## src/rtl/network_sink.sv

```systemverilog
// Turns per-timestep network fire flags into the host packet stream: SPK per fired output,
// run-length STP/SNC packets for closed timesteps.
package network_config;
    localparam int unsigned NUM_OUT = 4;
endpackage

module network_sink #(
    parameter int unsigned PKT_WIDTH = 8
) (
    input  logic                               clk,
    input  logic                               arstn,
    input  logic                               net_valid,
    output logic                               net_ready,
    input  logic                               net_last,
    input  logic [network_config::NUM_OUT-1:0] net_out,
    input  logic                               snk_ready,
    output logic                               snk_valid,
    output logic [PKT_WIDTH-1:0]               snk
);
    localparam int unsigned NUM_OUT   = network_config::NUM_OUT;
    localparam int unsigned RUN_WIDTH = PKT_WIDTH - 2;
    localparam int unsigned IDX_W     = (NUM_OUT > 1) ? $clog2(NUM_OUT) : 1;
    localparam logic [RUN_WIDTH-1:0] MAX = '1;
    localparam logic [RUN_WIDTH-1:0] ONE = RUN_WIDTH'(1);
    localparam logic [1:0] OP_SPK = 2'b01;
    localparam logic [1:0] OP_STP = 2'b10;
    localparam logic [1:0] OP_SNC = 2'b11;

    typedef enum logic [1:0] {IDLE, FLUSH, SPIKE, TAIL} state_t;

    state_t               state, state_nxt;
    logic [RUN_WIDTH-1:0] pend, pend_nxt;
    logic [NUM_OUT-1:0]   fire, fire_nxt;
    logic                 last, last_nxt;
    logic                 snk_valid_nxt;
    logic [PKT_WIDTH-1:0] snk_nxt;
    logic                 accept_c;

    // Index of the lowest set fire flag; SPK packets go out in ascending index order.
    function automatic logic [IDX_W-1:0] low_idx(input logic [NUM_OUT-1:0] v);
        logic [IDX_W-1:0] idx;
        idx = '0;
        for (int i = int'(NUM_OUT) - 1; i >= 0; i--) begin
            if (v[i]) idx = IDX_W'(i);
        end
        return idx;
    endfunction

    function automatic logic [PKT_WIDTH-1:0] spk_pkt(input logic [NUM_OUT-1:0] v);
        return {OP_SPK, RUN_WIDTH'(low_idx(v))};
    endfunction

    function automatic logic [PKT_WIDTH-1:0] run_pkt(input logic snc, input logic [RUN_WIDTH-1:0] n);
        return {(snc ? OP_SNC : OP_STP), n};
    endfunction

    assign net_ready = arstn && (state == IDLE);
    assign accept_c  = net_valid && net_ready;

    // State names the packet held in the output register; a handshake loads the next one.
    always_comb begin
        state_nxt     = state;
        pend_nxt      = pend;
        fire_nxt      = fire;
        last_nxt      = last;
        snk_valid_nxt = snk_valid;
        snk_nxt       = snk;
        case (state)
            IDLE: begin
                if (accept_c) begin
                    last_nxt = net_last;
                    if (net_out != '0) begin
                        snk_valid_nxt = 1'b1;
                        if (pend != '0) begin
                            state_nxt = FLUSH;
                            snk_nxt   = run_pkt(1'b0, pend);
                            pend_nxt  = '0;
                            fire_nxt  = net_out;
                        end else begin
                            state_nxt = SPIKE;
                            snk_nxt   = spk_pkt(net_out);
                            fire_nxt  = net_out & (net_out - NUM_OUT'(1));
                        end
                    end else begin
                        pend_nxt = pend + ONE;
                        if (net_last || (pend_nxt == MAX)) begin
                            state_nxt     = TAIL;
                            snk_nxt       = run_pkt(net_last, pend_nxt);
                            snk_valid_nxt = 1'b1;
                        end
                    end
                end
            end
            FLUSH: begin
                if (snk_ready) begin
                    state_nxt = SPIKE;
                    snk_nxt   = spk_pkt(fire);
                    fire_nxt  = fire & (fire - NUM_OUT'(1));
                end
            end
            SPIKE: begin
                if (snk_ready) begin
                    if (fire != '0) begin
                        snk_nxt  = spk_pkt(fire);
                        fire_nxt = fire & (fire - NUM_OUT'(1));
                    end else begin
                        // The spiking step itself becomes the first closed step of the next run.
                        pend_nxt = ONE;
                        if (last || (MAX == ONE)) begin
                            state_nxt = TAIL;
                            snk_nxt   = run_pkt(last, ONE);
                        end else begin
                            state_nxt     = IDLE;
                            snk_valid_nxt = 1'b0;
                        end
                    end
                end
            end
            TAIL: begin
                if (snk_ready) begin
                    state_nxt     = IDLE;
                    pend_nxt      = '0;
                    snk_valid_nxt = 1'b0;
                end
            end
            default: state_nxt = IDLE;
        endcase
    end

    always_ff @(posedge clk) begin
        if (!arstn) begin
            state     <= IDLE;
            pend      <= '0;
            fire      <= '0;
            last      <= 1'b0;
            snk_valid <= 1'b0;
            snk       <= '0;
        end else begin
            state     <= state_nxt;
            pend      <= pend_nxt;
            fire      <= fire_nxt;
            last      <= last_nxt;
            snk_valid <= snk_valid_nxt;
            snk       <= snk_nxt;
        end
    end
endmodule

```

## config.mk

```make
export PLATFORM = sky130hd
export DESIGN_NAME = network_sink
export DESIGN_NICKNAME = d
export VERILOG_FILES = /design/src/rtl/network_sink.sv
export SDC_FILE = /design/constraint.sdc
export NUM_CORES = 1
export LEC_CHECK = 0
export BUFFER_PORTS_ARGS = -buffer_cell sky130_fd_sc_hd__buf_4
export CAP_MARGIN = 20
export CELL_PAD_IN_SITES_DETAIL_PLACEMENT = 0
export CELL_PAD_IN_SITES_GLOBAL_PLACEMENT = 1
export CORE_UTILIZATION = 40
export CTS_BUF_LIST = sky130_fd_sc_hd__clkbuf_4
export DETAILED_ROUTE_END_ITERATION = 7
export GPL_TIMING_DRIVEN = 0
export HOLD_SLACK_MARGIN = 0.1
export PLACE_DENSITY_LB_ADDON = 0.1
export SLEW_MARGIN = 10
export SYNTH_ARGS = -nofsm -noshare
export SYNTH_HDL_FRONTEND = slang
export SYNTH_SLANG_ARGS = --single-unit
```

## constraint.sdc

```tcl
create_clock -name clk -period 2.4 [get_ports clk]
set_input_delay 0.48 -clock clk [delete_from_list [all_inputs] [get_ports clk]]
set_output_delay 0.48 -clock clk [all_outputs]
set_load 0.1 [all_outputs]
```

==> impl_summary.txt <==
----------------------------------------------------
[Floorplanning]
  FP Rows ... 22
  Number of ports placed on the die boundary ... 19
  Area of the core region ... roughly 0.0037 mm²
  Chip Height ... between 60 and 70 µm
  Die W ... between 60 and 70 µm
  Starting Density ... 0.422
  Die ar. ... ~0.0041 mm²

[Synth]
  Share of the synthesized area in compound gates (AO/OA/AOI/OAI) ... 0.295
  Number of different library cells in the post-synthesis netlist ... 44
  Post-synthesis share of cell area spent on and, or, nand and nor gates ... 0.240
  Post-synthesis mux area share ... 0.0330
  Post-synth design cell area ... between 0.0015 and 0.002 mm²
  Syn Inst Count ... about 200
  Post-Synthesis Net Count ... 215
  Number of flops mapped to enable cells by yosys ... 0
  XOR/XNOR Fraction of Synth Area ... 0.0225
  Synthesis Warnings ... 0
  Most instantiated flip-flop cell in the synthesis netlist ... sky130_fd_sc_hd__dfxtp_1
  Avg Inst Size Synth ... between 7 and 8 µm²
  FFs w/ async S/R, synth ... 0
  Share of synthesized cell area in full adder, half adder and majority cells ... 0.0643
  Flip-flop and latch count after synthesis ... 22
  Main combinational cell family by area after synthesis ... compound AO/OA/AOI/OAI gates
  Sequential-to-total area share from yosys stat ... 0.283

[GRT]
  Global-route wire length before repair ... between 7 and 8 mm
  GRT Util Overall ... 0.224
  Total congestion overflow ... 0
  Number of global-route vias before repair ... 1552
  Antenna violations before repair ... 0
  Largest net degree at the start of global routing ... 14

[Setup path]
  Sort of element at the end of the critical path ... flip-flop
  Worst reg2reg endpoint ... pend[4]$_SDFFE_PN0P_
  Highest fanout seen on the critical path ... 10
  Stage delay of the slowest cell on the critical path ... between 0.4 and 0.5 ns
  Reg2Reg Launch Point ... state[0]$_SDFFE_PN0P_
  Family with the most delay on the worst path ... compound AO/OA/AOI/OAI gates
  Arrival @ worst endpoint ... between 2 and 3 ns
  Count of cell instances traversed by the critical path ... 8
  Crit path capture ... pend[4]$_SDFFE_PN0P_
  Critical path's slowest cell ... sky130_fd_sc_hd__or4_1
  Startpoint kind of the worst setup timing path ... flip-flop
  Start point of the critical path ... state[0]$_SDFFE_PN0P_
  Worst path required time ... about 2.7 ns
  Worst-case reg-to-reg path depth ... 8
  R2R setup slack ... between 0.1 and 0.15 ns
  Worst-path cell chain ... inv_1 -> ha_1 -> a21bo_2 -> o221ai_1 -> a211o_1 -> buf_6 -> or4_1 -> a21oi_1
  Critical path buffer and inverter count ... 2
  Critical path class ... flip-flop to flip-flop

[Worst hold path]
  Worst hold path depth ... 3
  Hold Crit Class ... input port to flip-flop

[STA]
  Actual slew at the worst max-slew pin ... around 0.73 ns
  Minimum clock period after layout ... about 2.3 ns
  Crit share post-route ... 0.956
  Fin Clk Skew ... approximately 0.0042 ns
  Aggregate negative setup slack ... 0 ns
  Max Slew Vio Count ... 0
  Final Hold Vio Count ... 0
  Min setup slack post-route ... approximately 0.11 ns
  Rel. slew slack ... 0.509
  Number of setup violations in the final report ... 0
  RSZ-0062 raised after global routing ... true
  Maximum clock frequency ... approximately 440 MHz
  Worst-case hold slack ... 0.439 ns

[Power and ir drop]
  Clock power frac ... 0.163
  Logic pwr share ... 0.571
  Sequential share of power ... 0.266
  Leakage power figure ... approximately 0.7 nW
  Power Dens Cells ... ~1000 mW/mm²
  Net switching power ... roughly 0.0009 W
  Switching power share of the total ... 0.493
  Maximum resistive drop on vdd ... roughly 0.32 mV
  Pint ... 0.000936 W

[Cells and area]
  Final-layout fill cell count ... roughly 400
  Share of post-route cells with drive strength above 1 ... 0.188
  Multi-input logic area ... ~0.0010 mm²
  Ant diodes ... 0
  Final-stage net count ... about 240
  Flip-flop and latch area ... between 400 and 500 µm²
  Most used cells in the layout excluding fill and tap cells ... sky130_fd_sc_hd__dfxtp_1, sky130_fd_sc_hd__buf_4, sky130_fd_sc_hd__nand2_1, sky130_fd_sc_hd__a21oi_1, sky130_fd_sc_hd__o21ai_0
  Layout area overhead ... 17.1%
  Count of placed standard cells in the final layout, fillers left out ... approximately 270
  Leading cell type in the layout, fill and taps excluded ... sky130_fd_sc_hd__dfxtp_1

[Clock network]
  Hold-fix buffer count after cts ... 0
  Cell chosen for the clock root ... sky130_fd_sc_hd__clkbuf_4
  Buffers from clock root to sink, at most ... 2
  Cts bufs inserted ... 3
  Latest clock arrival within the worst-skew pair ... roughly 0.32 ns
  Number of sinks driven by the clock tree ... 22
  Clock-pin slew on the worst setup and hold paths ... around 0.14 ns
  Number of H-tree levels ... 1
  CTS tree ... built
  Post-CTS setup buffer count ... 0

[Drt]
  First-iteration detailed-routing DRC count ... 92
  Post-route antenna net violation count ... 0
  Final routed DRC violation total ... 0
  Via/cell ratio ... roughly 6.1
  1st-pass router iterations ... 6
  Total vias in the final route ... between 1.5k and 2k
  Routed length per instance ... about 16 µm
  Routed Wire Length ... 4.32 mm

[Place]
  Dpl ws ... -0.305 ns
  Number of buffers added on ports ... 17
  Sum of net half-perimeters after detailed placement ... about 3.2 mm
  Placer's final routability congestion estimate ... ~0.9
  Inst Count DP ... ~260

[Run]
  Max Cap Violations ... 0

[Run status]
  Run status ... finished clean

----------------------------------------------------
-- routing by layer --
layer | up-vias | wire [µm] | track usage
met5 | - | 0 | 0
met2 | 44 | 2100 | 0.389
met1 | 776 | 1990 | 0.268
met3 | 9 | 149 | 0.0375
li1 | 784 | - | -
met4 | 0 | 78 | 0.0944
-- worst min-delay path by stage --
stage / start / end / slack [ns]
floorplan: state[1]$_SDFFE_PN0P_ / state[1]$_SDFFE_PN0P_ / 0.47
global placement: snk[6]$_SDFFE_PN0P_ / snk[6]$_SDFFE_PN0P_ / 0.45
detailed placement: snk[6]$_SDFFE_PN0P_ / snk[6]$_SDFFE_PN0P_ / 0.45
CTS: net_last / last$_SDFFE_PN0P_ / 0.43
global route: arstn / pend[0]$_SDFFE_PN0P_ / 0.46
finish: net_last / last$_SDFFE_PN0P_ / 0.44
-- flip-flops by register name (all words and copies together) (netlist names) --
name,count
fire,4
last,1
pend,6
snk,8
snk_valid,1
state,2
-- power groups by stage --
stage                     clock (W)  sequential (W)  combinational (W)
after floorplan                   0        0.000682           0.000602
after global placement            0        0.000492            0.00102
after detailed placement          0        0.000495            0.00102
after CTS                  0.000314        0.000487            0.00104
after global routing       0.000325        0.000500            0.00114
final                      0.000301        0.000491            0.00105
-- cells in the mapped netlist, types with 6 or more instances --
library cell / n / area share
sky130_fd_sc_hd__o2111ai_1: 6 / 0.034
sky130_fd_sc_hd__a21oi_1: 17 / 0.055
sky130_fd_sc_hd__nand3_1: 9 / 0.029
sky130_fd_sc_hd__ha_1: 8 / 0.064
sky130_fd_sc_hd__nand2_1: 16 / 0.039
sky130_fd_sc_hd__o21ai_0: 14 / 0.045
sky130_fd_sc_hd__inv_1: 10 / 0.024
sky130_fd_sc_hd__o31ai_1: 7 / 0.034
sky130_fd_sc_hd__dfxtp_1: 22 / 0.28
sky130_fd_sc_hd__nor2_1: 14 / 0.034
-- worst register-to-register path: cells and delay by family, from the launching register on --
kind | cells | cell delay [ns]
flops | 1 | 0.38
fa+ha+maj | 1 | 0.28
simple gates | 1 | 0.47
buf+inv | 2 | 0.23
compound gates | 4 | 0.88
-- area by class of cell --
class / instances / area share
Sequential cell: 22 / 0.244
Buffer: 9 / 0.0288
Clock buffer: 3 / 0.0124
Inverter: 11 / 0.0226
Tap cell: 48 / 0.0329
Timing Repair Buffer: 17 / 0.0700
Clock inverter: 1 / 0.0165
Multi-Input combinational cell: 155 / 0.573
-- per-stage QoR --
stage | instance area (µm²) | utilization | total power, W
CTS | 1800 | 0.489 | 0.00184
global placement | 1740 | 0.473 | 0.00151
floorplan | 1560 | - | 0.00128
global route | 1820 | 0.494 | 0.00196
detailed placement | 1740 | 0.473 | 0.00152
finish | 1820 | 0.494 | 0.00185
-- cells by family (layout without fill, tap and decap cells) --
group / Yosys count / after routing
fa+ha+maj: 8 / 8
simple gates: 70 / 70
compound gates: 68 / 68
flops: 22 / 22
mux: 5 / 5
buf+inv: 21 / 41
xor+xnor: 4 / 4
-- repair_timing --
| item | CTS | global route |
|---|---|---|
| setup endpoints to repair | 13 | 7 |
| resized for setup | 4 | 5 |
| pin swaps | 0 | 2 |
Power figures use the tool's default switching activity.
